### src/rtl/shreg_sched.sv
// shreg_sched: round-robin arbiter and load/shift sequencer for one shared
// universal shift register; all outputs registered.
module shreg_sched #(
    parameter int WIDTH = 4,
    parameter int CNTW  = 3
) (
    input  logic             clk,
    input  logic             rst,
    input  logic             req0,
    input  logic             req1,
    input  logic [WIDTH-1:0] data0,
    input  logic [WIDTH-1:0] data1,
    input  logic             dir0,
    input  logic             dir1,
    input  logic [CNTW-1:0]  cnt0,
    input  logic [CNTW-1:0]  cnt1,
    output logic             gnt0,
    output logic             gnt1,
    output logic             busy,
    output logic [1:0]       sr_mode,
    output logic [WIDTH-1:0] sr_pin,
    output logic             done,
    output logic             done_id
);
    typedef enum logic [1:0] {IDLE, LOAD, SHIFT, DONE} state_t;
    state_t state, state_d;
    logic last, last_d, win, win_d, dir, dir_d, sel;
    logic gnt0_d, gnt1_d, busy_d, done_d, done_id_d;
    logic [CNTW-1:0] rem, rem_d;
    logic [1:0] mode_d;
    logic [WIDTH-1:0] pin_d;
    always_comb begin
        sel = (req0 && req1) ? ~last : req1;
        state_d = state;
        last_d = last;
        win_d = win;
        dir_d = dir;
        rem_d = rem;
        pin_d = sr_pin;
        gnt0_d = gnt0;
        gnt1_d = gnt1;
        busy_d = busy;
        mode_d = 2'b00;
        done_d = 1'b0;
        done_id_d = done_id;
        case (state)
            IDLE: if (req0 || req1) begin
                state_d = LOAD;
                last_d = sel;
                win_d = sel;
                dir_d = sel ? dir1 : dir0;
                rem_d = sel ? cnt1 : cnt0;
                pin_d = sel ? data1 : data0;
                gnt0_d = ~sel;
                gnt1_d = sel;
                busy_d = 1'b1;
                mode_d = 2'b11;
            end
            // rem holds the full count through LOAD; SHIFT counts it down to 1
            LOAD, SHIFT: if (rem == '0 || (state == SHIFT && rem == CNTW'(1))) begin
                state_d = DONE;
                done_d = 1'b1;
                done_id_d = win;
            end else begin
                state_d = SHIFT;
                mode_d = dir ? 2'b10 : 2'b01;
                if (state == SHIFT) rem_d = rem - 1'b1;
            end
            DONE: begin
                state_d = IDLE;
                gnt0_d = 1'b0;
                gnt1_d = 1'b0;
                busy_d = 1'b0;
            end
            default: state_d = IDLE;
        endcase
    end
    always_ff @(posedge clk or negedge rst) begin
        if (!rst) begin
            state <= IDLE;
            last <= 1'b1;
            win <= 1'b0;
            dir <= 1'b0;
            rem <= '0;
            sr_pin <= '0;
            gnt0 <= 1'b0;
            gnt1 <= 1'b0;
            busy <= 1'b0;
            sr_mode <= 2'b00;
            done <= 1'b0;
            done_id <= 1'b0;
        end else begin
            state <= state_d;
            last <= last_d;
            win <= win_d;
            dir <= dir_d;
            rem <= rem_d;
            sr_pin <= pin_d;
            gnt0 <= gnt0_d;
            gnt1 <= gnt1_d;
            busy <= busy_d;
            sr_mode <= mode_d;
            done <= done_d;
            done_id <= done_id_d;
        end
    end
endmodule

### config.mk
export PLATFORM = sky130hd
export DESIGN_NAME = shreg_sched
export DESIGN_NICKNAME = d
export VERILOG_FILES = /design/src/rtl/shreg_sched.sv
export SDC_FILE = /design/constraint.sdc
export NUM_CORES = 1
export LEC_CHECK = 0
export BUFFER_PORTS_ARGS = -buffer_cell sky130_fd_sc_hd__buf_2
export CAP_MARGIN = 10
export CORE_MARGIN = 2
export CORE_UTILIZATION = 53
export CTS_CLUSTER_SIZE = 14
export DETAILED_ROUTE_END_ITERATION = 12
export GPL_TIMING_DRIVEN = 1
export PLACE_DENSITY_LB_ADDON = 0.1
export SETUP_SLACK_MARGIN = 0.2
export SYNTH_ARGS = -nofsm -noshare
export SYNTH_HDL_FRONTEND = slang
export SYNTH_SLANG_ARGS = --single-unit
### constraint.sdc
create_clock -name clk -period 4.38 [get_ports clk]
set_clock_uncertainty 0.05 [all_clocks]
set_input_delay 1.314 -clock clk [delete_from_list [all_inputs] [get_ports clk]]
set_output_delay 1.314 -clock clk [all_outputs]
set_load 0.005 [all_outputs]
== Yosys cells after proc, flatten, opt, wreduce, memory -nomap -nowiden ==
Index checks and enable logic that the tools add are counted.
W data, S select, Z words.
Storage, ports and cells
  flip-flop bits (word level): 19
  bits of input ports: 20
  logic and storage cells: 58
Cells by class
  $add $sub $neg: 1
  eq/ne operators: 7
  multiplexer cells: 23
  bitwise gates (word level): 2
  reduce and logical (&&, ||, !) cells: 13
Operators with widths (number)
  $mux W3: 4
  $mux W1: 8
  $mux W2: 4
  $ne A2 B2 Y1 const B: 3
  $pmux W1 S2: 3
  $pmux W2 S3: 1
  $pmux W3 S2: 1
  $reduce_and A2 Y1: 3
  $eq A2 B2 Y1 const B: 2
  $mux W4: 1
  $pmux W2 S2: 1
  $reduce_and A4 Y1: 1
  $reduce_bool A2 Y1: 2
  $eq A3 B1 Y1 const B: 1
  $logic_not A3 Y1: 1
  $sub A3 B1 Y3 const B: 1
  $eq A2 B1 Y1 const B: 1
  $logic_and A1 B1 Y1: 2
  $logic_not A2 Y1: 1
  $logic_or A1 B1 Y1: 2
  $not A1 Y1: 2
  $reduce_or A2 Y1: 1

== Depth between registers and ports, before layout ==
Gate-level depths: netlist of run 1.
  word-level depth: 5
  depth in mapped cells: 7
  gate-level depth less buffers: 6

== Worst setup path before layout of run 1 ==
Ideal clock, no wire load.
  path type: input to register
  start: input req0
  end: register rem[0]
  setup time: 0.079 ns
  data arrival time: 2.051 ns
  data required time: 4.251 ns
  path slack: 2.200 ns
  cell stages on the path: 5
  cell sequence: buf_4 nor2_1 nand2_1 nand3_2 mux2i_1
On the way
  cells in the longest elaborated chain, start to end: 5
  elaborated cells between the ends (all ways): 8
  those cells by class: eq/ne (1); mux (4); reduce/logical (3)
RTL lines
  start: declaration: line 9  | input logic req0,
  $logic_and A1 B1 Y1: line 33  | sel = (req0 && req1) ? ~last : req1;
  $mux W1: line 33
  $mux W3: line 52  | rem_d = sel ? cnt1 : cnt0;
  $mux W3: line 47  | IDLE: if (req0 || req1) begin
  $pmux W3 S2: line 46  | case (state)
  end signal: assignment: line 97  | rem <= rem_d;
  end: declaration: line 29  | logic [CNTW-1:0] rem, rem_d;
Parallel ways exist; a longest one is shown, timed or not. The select of a mux whose other input is x is not followed.
A chain may end at the register's enable or synchronous reset.

== Final worst setup path of run 1 ==
  start: register gnt1
  end: output gnt1
RTL lines
  start: declaration: line 18  | output logic gnt1,
  start signal: assignment: line 100  | gnt1 <= gnt1_d;
No word-level cell between the ends.

==> impl_metrics.py, run 1 <==
metrics = {
    "logic_synthesis": {
        "ys_ff_latch": 19,
        "syn-num-nets": 126,
        "syn_area_um2": 1020,
        "synthTopCellsByCount": "18 x dfrtp_1, 12 x nand2_1, 10 x mux2i_1",
        "yosysWarnings": 0,
        "yosysTopAreaCell": "dfrtp_1",
        "syn_area_per_cell_um2": 10.3,
        "synth.most_common_cell": "dfrtp_1",
        "ys_async_sr_fraction": 1.00,
        "ys.flop_type": "dfrtp_1",
        "synthCells": 99,
        "synth_top_area_share": 0.442,
        "synth.area.top_cells": "dfrtp_1 44%, mux2i_1 9.8%, ha_1 8.6%",
        "seq_area_frac_synth": 0.467,
        "synth_edf_count": 0,
        "synth_cell_type_count": 25,
    },
    "cells_and_area": {
        "fillers": 168,
        "multi_input_area_um2": 479,
        "finalCoreUtilization": 0.677,
        "syn_to_final_growth_pct": 17.1,
        "drive_gt1_frac": 0.305,
        "fin_cells": 153,
        "nets": 156,
        "regArea_um2": 477,
        "antenna_cells": 0,
    },
    "clock_network": {
        "cts_root_buf": "clkbuf_4",
        "cts.sink_count": 19,
        "clkTransAtPathRegs_ps": 110,
        "postCtsResizedCells": 0,
        "cts_setup_buffers": 0,
        "clk_path_buf_depth": 2,
        "cts_buffers": 3,
        "cts_hold_buf": 0,
        "htreeDepth": 1,
        "insertion_delay_ps": 290,
        "cts_tree": "built",
    },
    "flow_run": {
        "maxCapViolCount": 0,
    },
    "timing": {
        "fmax_mhz": 455,
        "relSlewSlack": 0.507,
        "layout_min_cycle_time_ps": 2200,
        "worst_pin_slew_ps": 735,
        "hold_viol": 0,
        "rsz0062_at_grt": "no",
        "tns_ps": 0,
        "hold_slack_ps": 425,
        "slew_viol_final": 0,
        "final-setup-viol-count": 0,
        "period_share": 0.502,
    },
    "grt": {
        "grt_pass1_wl_mm": 3.14,
        "globalRouteTotalUtil": 0.202,
        "grt_max_degree": 20,
        "overflow": 0,
        "antenna_found_initial": 0,
        "grt_pass1_vias": 723,
    },
    "power_and_ir_drop": {
        "leakage_nw": 0.655,
        "total_power_w": 0.000865,
        "vdd_drop_max_mv": 0.415,
        "p_per_area_nw_per_um2": 725,
    },
    "detailed_routing": {
        "ant_nets": 0,
        "via_per_inst": 5.20,
        "dr.pass1.iters": 4,
        "routed_wl_mm": 1.95,
        "wl_per_cell_um": 12.8,
        "vias": 796,
        "drt_iter0_drc": 8,
        "drc": 0,
    },
    "critical_path": {
        "path_cells": "buf_2",
        "worstPathMaxFanout": 3,
        "cp.arrival_ps": 830,
        "reg2reg_slack_ps": 2630,
        "cp-start-kind": "flop",
        "critPathRequiredTime_ps": 3020,
        "slowest_stage": "dfrtp_1",
        "crit_type": "flop to output port",
        "crit_buf_inv": 1,
        "slowest_delay_ps": 410,
        "crit_path_end_kind": "output port",
        "crit_family": "flip-flops",
    },
    "floorplanning": {
        "die_x_um": 47.9,
        "pin_count": 31,
        "std_cell_rows": 15,
        "initial_core_util": 0.578,
        "fp.dieH_um": 47.9,
        "core_area_um2": 1760,
        "die_area_um2": 2290,
    },
    "placement": {
        "place.gp.congestion": 0.782,
        "dpl.cell_count": 149,
        "io_buffers": 30,
        "dpl.hpwl_mm": 1.54,
    },
    "hold_path": {
        "min_path_type": "flop to flop",
    },
    "outcome": {
        "status": "complete, no violations",
    },
}
## cell usage in the layout (no fill, tap or decap), types with 2 or more instances in the layout
cell type,instances
dfrtp_1,18
nand2_1,12
ha_1,7
buf_2,30
nor2_1,5
inv_1,8
a22o_1,6
mux2i_1,10
nand3_1,2
o22ai_1,3
o21ai_1,2
clkbuf_4,3
a21oi_1,4
o21ai_0,7
## routing by layer
metal / track usage / routed length (µm) / vias to the layer above
met5: 0 / 0 / -
met4: 0.0973 / 34 / 0
met3: 0.0340 / 63 / 4
met2: 0.336 / 1020 / 17
met1: 0.251 / 835 / 372
li1: - / - / 403
## through the flow
stage / cell area (µm²) / setup WS [ps]
finish: 1190 / 2180
global route: 1190 / 2040
CTS: 1190 / 2180
detailed placement: 1170 / 1890
global placement: 1170 / 1930
floorplan: 1020 / 2200
## sequential cells by signal (all words and copies together) (netlist names)
| signal | cells |
|---|---|
| win | 1 |
| sr_mode | 2 |
| state | 2 |
| gnt0 | 1 |
| rem | 3 |
| dir | 1 |
| sr_pin | 4 |
| done_id | 1 |
| gnt1 | 1 |
| busy | 1 |
| done | 1 |
| last | 1 |
## where the power goes
part           internal (W)  switching, W
combinational      0.000217      0.000243
clock             0.0000354     0.0000525
sequential         0.000267     0.0000507
## final timing paths
check / start / end / depth (start not counted)
max: gnt1 / gnt1 / 1
min: dir / sr_mode[0] / 1
max reg2reg: state[1] / win / 4
min reg2reg: dir / sr_mode[0] / 1
max in group asynchronous: rst / last / 1
min in group asynchronous: rst / sr_mode[0] / 1
## cells by family after synthesis
logic type	count (synthesis)	synth area share
AOI/OAI and AO/OA	28	0.184
muxes	11	0.109
DFF	19	0.467
adders and majority gates	7	0.0859
buffers and inverters	13	0.0626
and+or+nand+nor	21	0.0908
## layout make-up
class	instances	share of cell area
Tap cell	25	0.0262
Timing Repair Buffer	30	0.126
Sequential cell	19	0.399
Clock buffer	4	0.0220
Inverter	8	0.0252
Multi-Input combinational cell	67	0.401
Note: power is estimated with default switching activity, not from simulation.
==> run 2: changes to the inputs <==
--- a/config.mk
+++ b/config.mk
@@ -5,10 +5,11 @@
 export SDC_FILE = /design/constraint.sdc
 export NUM_CORES = 1
 export LEC_CHECK = 0
+export ABC_AREA = 1
 export BUFFER_PORTS_ARGS = -buffer_cell sky130_fd_sc_hd__buf_2
 export CAP_MARGIN = 10
 export CORE_MARGIN = 2
-export CORE_UTILIZATION = 53
+export CORE_UTILIZATION = 44
 export CTS_CLUSTER_SIZE = 14
 export DETAILED_ROUTE_END_ITERATION = 12
 export GPL_TIMING_DRIVEN = 1
==> constraint.sdc (replaced) <==
create_clock -name clk -period 1.8 [get_ports clk]
set_clock_uncertainty 0.05 [all_clocks]
set_input_delay 0.54 -clock clk [delete_from_list [all_inputs] [get_ports clk]]
set_output_delay 0.54 -clock clk [all_outputs]
set_load 0.005 [all_outputs]
==> run 2 against run 1 <==
Net effect:
- sequential power up 140%
- power rose to 2.6 times the previous value
- area after synthesis down 1.5%
- global-route usage down 2.3 points
- sequential share of layout area down 2.0 points
- clock-buffer cell count unchanged
- core utilization down 10 points
- worst setup slack worse by 1900 ps
- hold slack worse by 310 ps
- largest cell class is now sequential cells
- clock power up 140%
- largest power group unchanged
- register-to-register slack worse by 2300 ps
==> impl_metrics.py, run 2 <==
metrics = {
    "critical_path": {
        "critPathRequiredTime_ps": 1940,
        "worstPathMaxFanout": 6,
        "crit_type": "flop to flop",
        "cp-start-kind": "flop",
        "cp_common_cell": "nand2_1",
        "crit_path_end_kind": "flop",
        "slowest_delay_ps": 420,
        "cp.arrival_ps": 1650,
        "path_cells": "inv_1 -> ha_4 -> or2_2 -> nand3b_1 -> nor2_2 -> nand2_1 -> nand2_1",
        "slowest_stage": "dfrtp_1",
        "crit_family": "simple AND/OR/NAND/NOR gates",
        "crit_buf_inv": 1,
    },
    "logic_synthesis": {
        "ys_async_sr_fraction": 1.00,
        "ys.flop_type": "dfrtp_1",
        "synthTopCellsByCount": "34 x nand2_1, 20 x inv_1, 18 x dfrtp_1",
        "yosysWarnings": 0,
        "synthCells": 126,
        "synth_top_area_share": 0.448,
        "syn_area_per_cell_um2": 7.97,
        "ys_ff_latch": 19,
        "syn_area_um2": 1000,
        "seq_area_frac_synth": 0.474,
        "syn-num-nets": 153,
        "yosysTopAreaCell": "dfrtp_1",
        "synth.area.top_cells": "dfrtp_1 45%, nand2_1 13%, ha_1 8.7%",
        "synth_cell_type_count": 18,
        "synth.most_common_cell": "nand2_1",
        "synth_edf_count": 0,
    },
    "clock_network": {
        "insertion_delay_ps": 290,
        "clk_path_buf_depth": 2,
        "cts.sink_count": 19,
        "cts_buffers": 3,
        "clkTransAtPathRegs_ps": 110,
        "htreeDepth": 1,
        "cts_root_buf": "clkbuf_4",
        "cts_tree": "built",
    },
    "cells_and_area": {
        "final_common_cell": "nand2_1",
        "mostFrequentLayoutCells": "32 x nand2_1, 30 x buf_2, 19 x inv_1, 18 x dfrtp_1, 11 x o21ai_0",
        "fillers": 222,
        "top_register": "sr_pin",
        "nets": 191,
        "largest_reg_flops": 4,
        "antenna_cells": 0,
        "largestRegisters": "sr_pin (4), rem (3)",
        "drive_gt1_frac": 0.301,
        "syn_to_final_growth_pct": 25.0,
    },
    "grt": {
        "grt_use_met3": 0.0259,
        "grt_pass1_vias": 813,
        "overflow": 0,
        "met2_usage": 0.269,
        "grt.busiest_layer": "met2",
        "globalRouteTotalUtil": 0.179,
        "antenna_found_initial": 0,
        "grt_max_degree": 20,
        "gr-usage-met1": 0.248,
        "grt_pass1_wl_mm": 3.46,
    },
    "placement": {
        "dpl.hpwl_mm": 1.62,
        "io_buffers": 30,
        "place.gp.congestion": 0.798,
        "pre_cts_slack_ps": 223,
    },
    "power_and_ir_drop": {
        "p_per_area_nw_per_um2": 1790,
        "leakage_nw": 0.720,
        "vdd_drop_max_mv": 0.809,
    },
    "timing": {
        "layout_min_cycle_time_ps": 1510,
        "period_share": 0.840,
        "rsz0062_at_grt": "yes",
        "hold_viol": 0,
        "relSlewSlack": 0.716,
        "setup_ws_ps": 289,
        "worst_pin_slew_ps": 426,
        "fmax_mhz": 662,
        "tns_ps": 0,
        "final-setup-viol-count": 0,
        "slew_viol_final": 0,
    },
    "floorplanning": {
        "fp.dieH_um": 51.8,
        "die_area_um2": 2680,
        "core_area_um2": 2190,
        "die_x_um": 51.8,
        "pin_count": 31,
        "initial_core_util": 0.459,
        "std_cell_rows": 17,
    },
    "detailed_routing": {
        "dr.pass1.iters": 4,
        "via_per_inst": 4.72,
        "ant_nets": 0,
        "routed_wl_mm": 2.10,
        "vias": 901,
        "wl_per_cell_um": 11.0,
        "drt_iter0_drc": 7,
        "drc": 0,
    },
    "outcome": {
        "status": "complete, no violations",
    },
    "hold_path": {
        "min_path_type": "primary input to asynchronous set/reset pin",
    },
    "flow_run": {
        "maxCapViolCount": 0,
    },
}
-- run 2: per-layer routing --
metal	share of wire	routed length (µm)	up-vias
met2	0.44	926	27
met5	0	0	-
li1	-	-	472
met4	0.0081	17	0
met3	0.042	88	2
met1	0.51	1070	400
-- run 2: power by group --
part	internal, W	total, W	switching (W)	leakage, nW
Sequential	0.000645	0.000756	0.000111	0.234
Clock	0.0000861	0.000215	0.000129	0.0150
Combinational	0.000547	0.00128	0.000732	0.471
Total	0.00128	0.00225	0.000971	0.720
-- run 2: final timing paths --
check | start | end | slack (ps) | cells past startpoint
max | state[1] | rem[1] | 290 | 7
min | rst | busy | 120 | 1
max reg2reg | state[1] | rem[1] | 290 | 7
min reg2reg | last | last | 430 | 2
max in group asynchronous | rst | last | 1250 | 1
min in group clk | last | last | 430 | 2
-- run 2: layout make-up --
| class | instances | area [µm²] | area share |
|---|---|---|---|
| sequential | 19 | 477 | 0.379 |
| multi-input combinational | 86 | 467 | 0.372 |
| timing repair buffer | 33 | 173 | 0.137 |
| inverter | 21 | 78.8 | 0.0627 |
| tap | 28 | 35.0 | 0.0279 |
| clock buffer | 4 | 26.3 | 0.0209 |
-- run 2: logic make-up after synthesis --
family | share of synthesized area
flip-flops | 0.474
buffers and inverters | 0.0785
AND/OR/NAND/NOR | 0.244
AO/OA/AOI/OAI | 0.116
adder cells (fa/ha/maj) | 0.0872
-- run 2: what timing repair did --
action                                  4_1_cts  5_1_grt
hold buffers                                  0        0
endpoints found under the setup margin        0        9
gates resized for setup                       0        4
buffers inserted                              0        2
hold endpoints to repair                      0        0
-- run 2: through the flow --
stage | std cells | instance area, µm² | hold WS, ps | util | total power [W]
2_1_floorplan | 126 | 1000 | 194 | - | 0.00157
3_3_place_gp | 185 | 1200 | 409 | 0.547 | 0.00189
3_5_place_dp | 185 | 1200 | 410 | 0.547 | 0.00193
4_1_cts | 189 | 1220 | 124 | 0.559 | 0.00216
5_1_grt | 191 | 1260 | 140 | 0.573 | 0.00250
6_report | 191 | 1260 | 118 | 0.573 | 0.00225
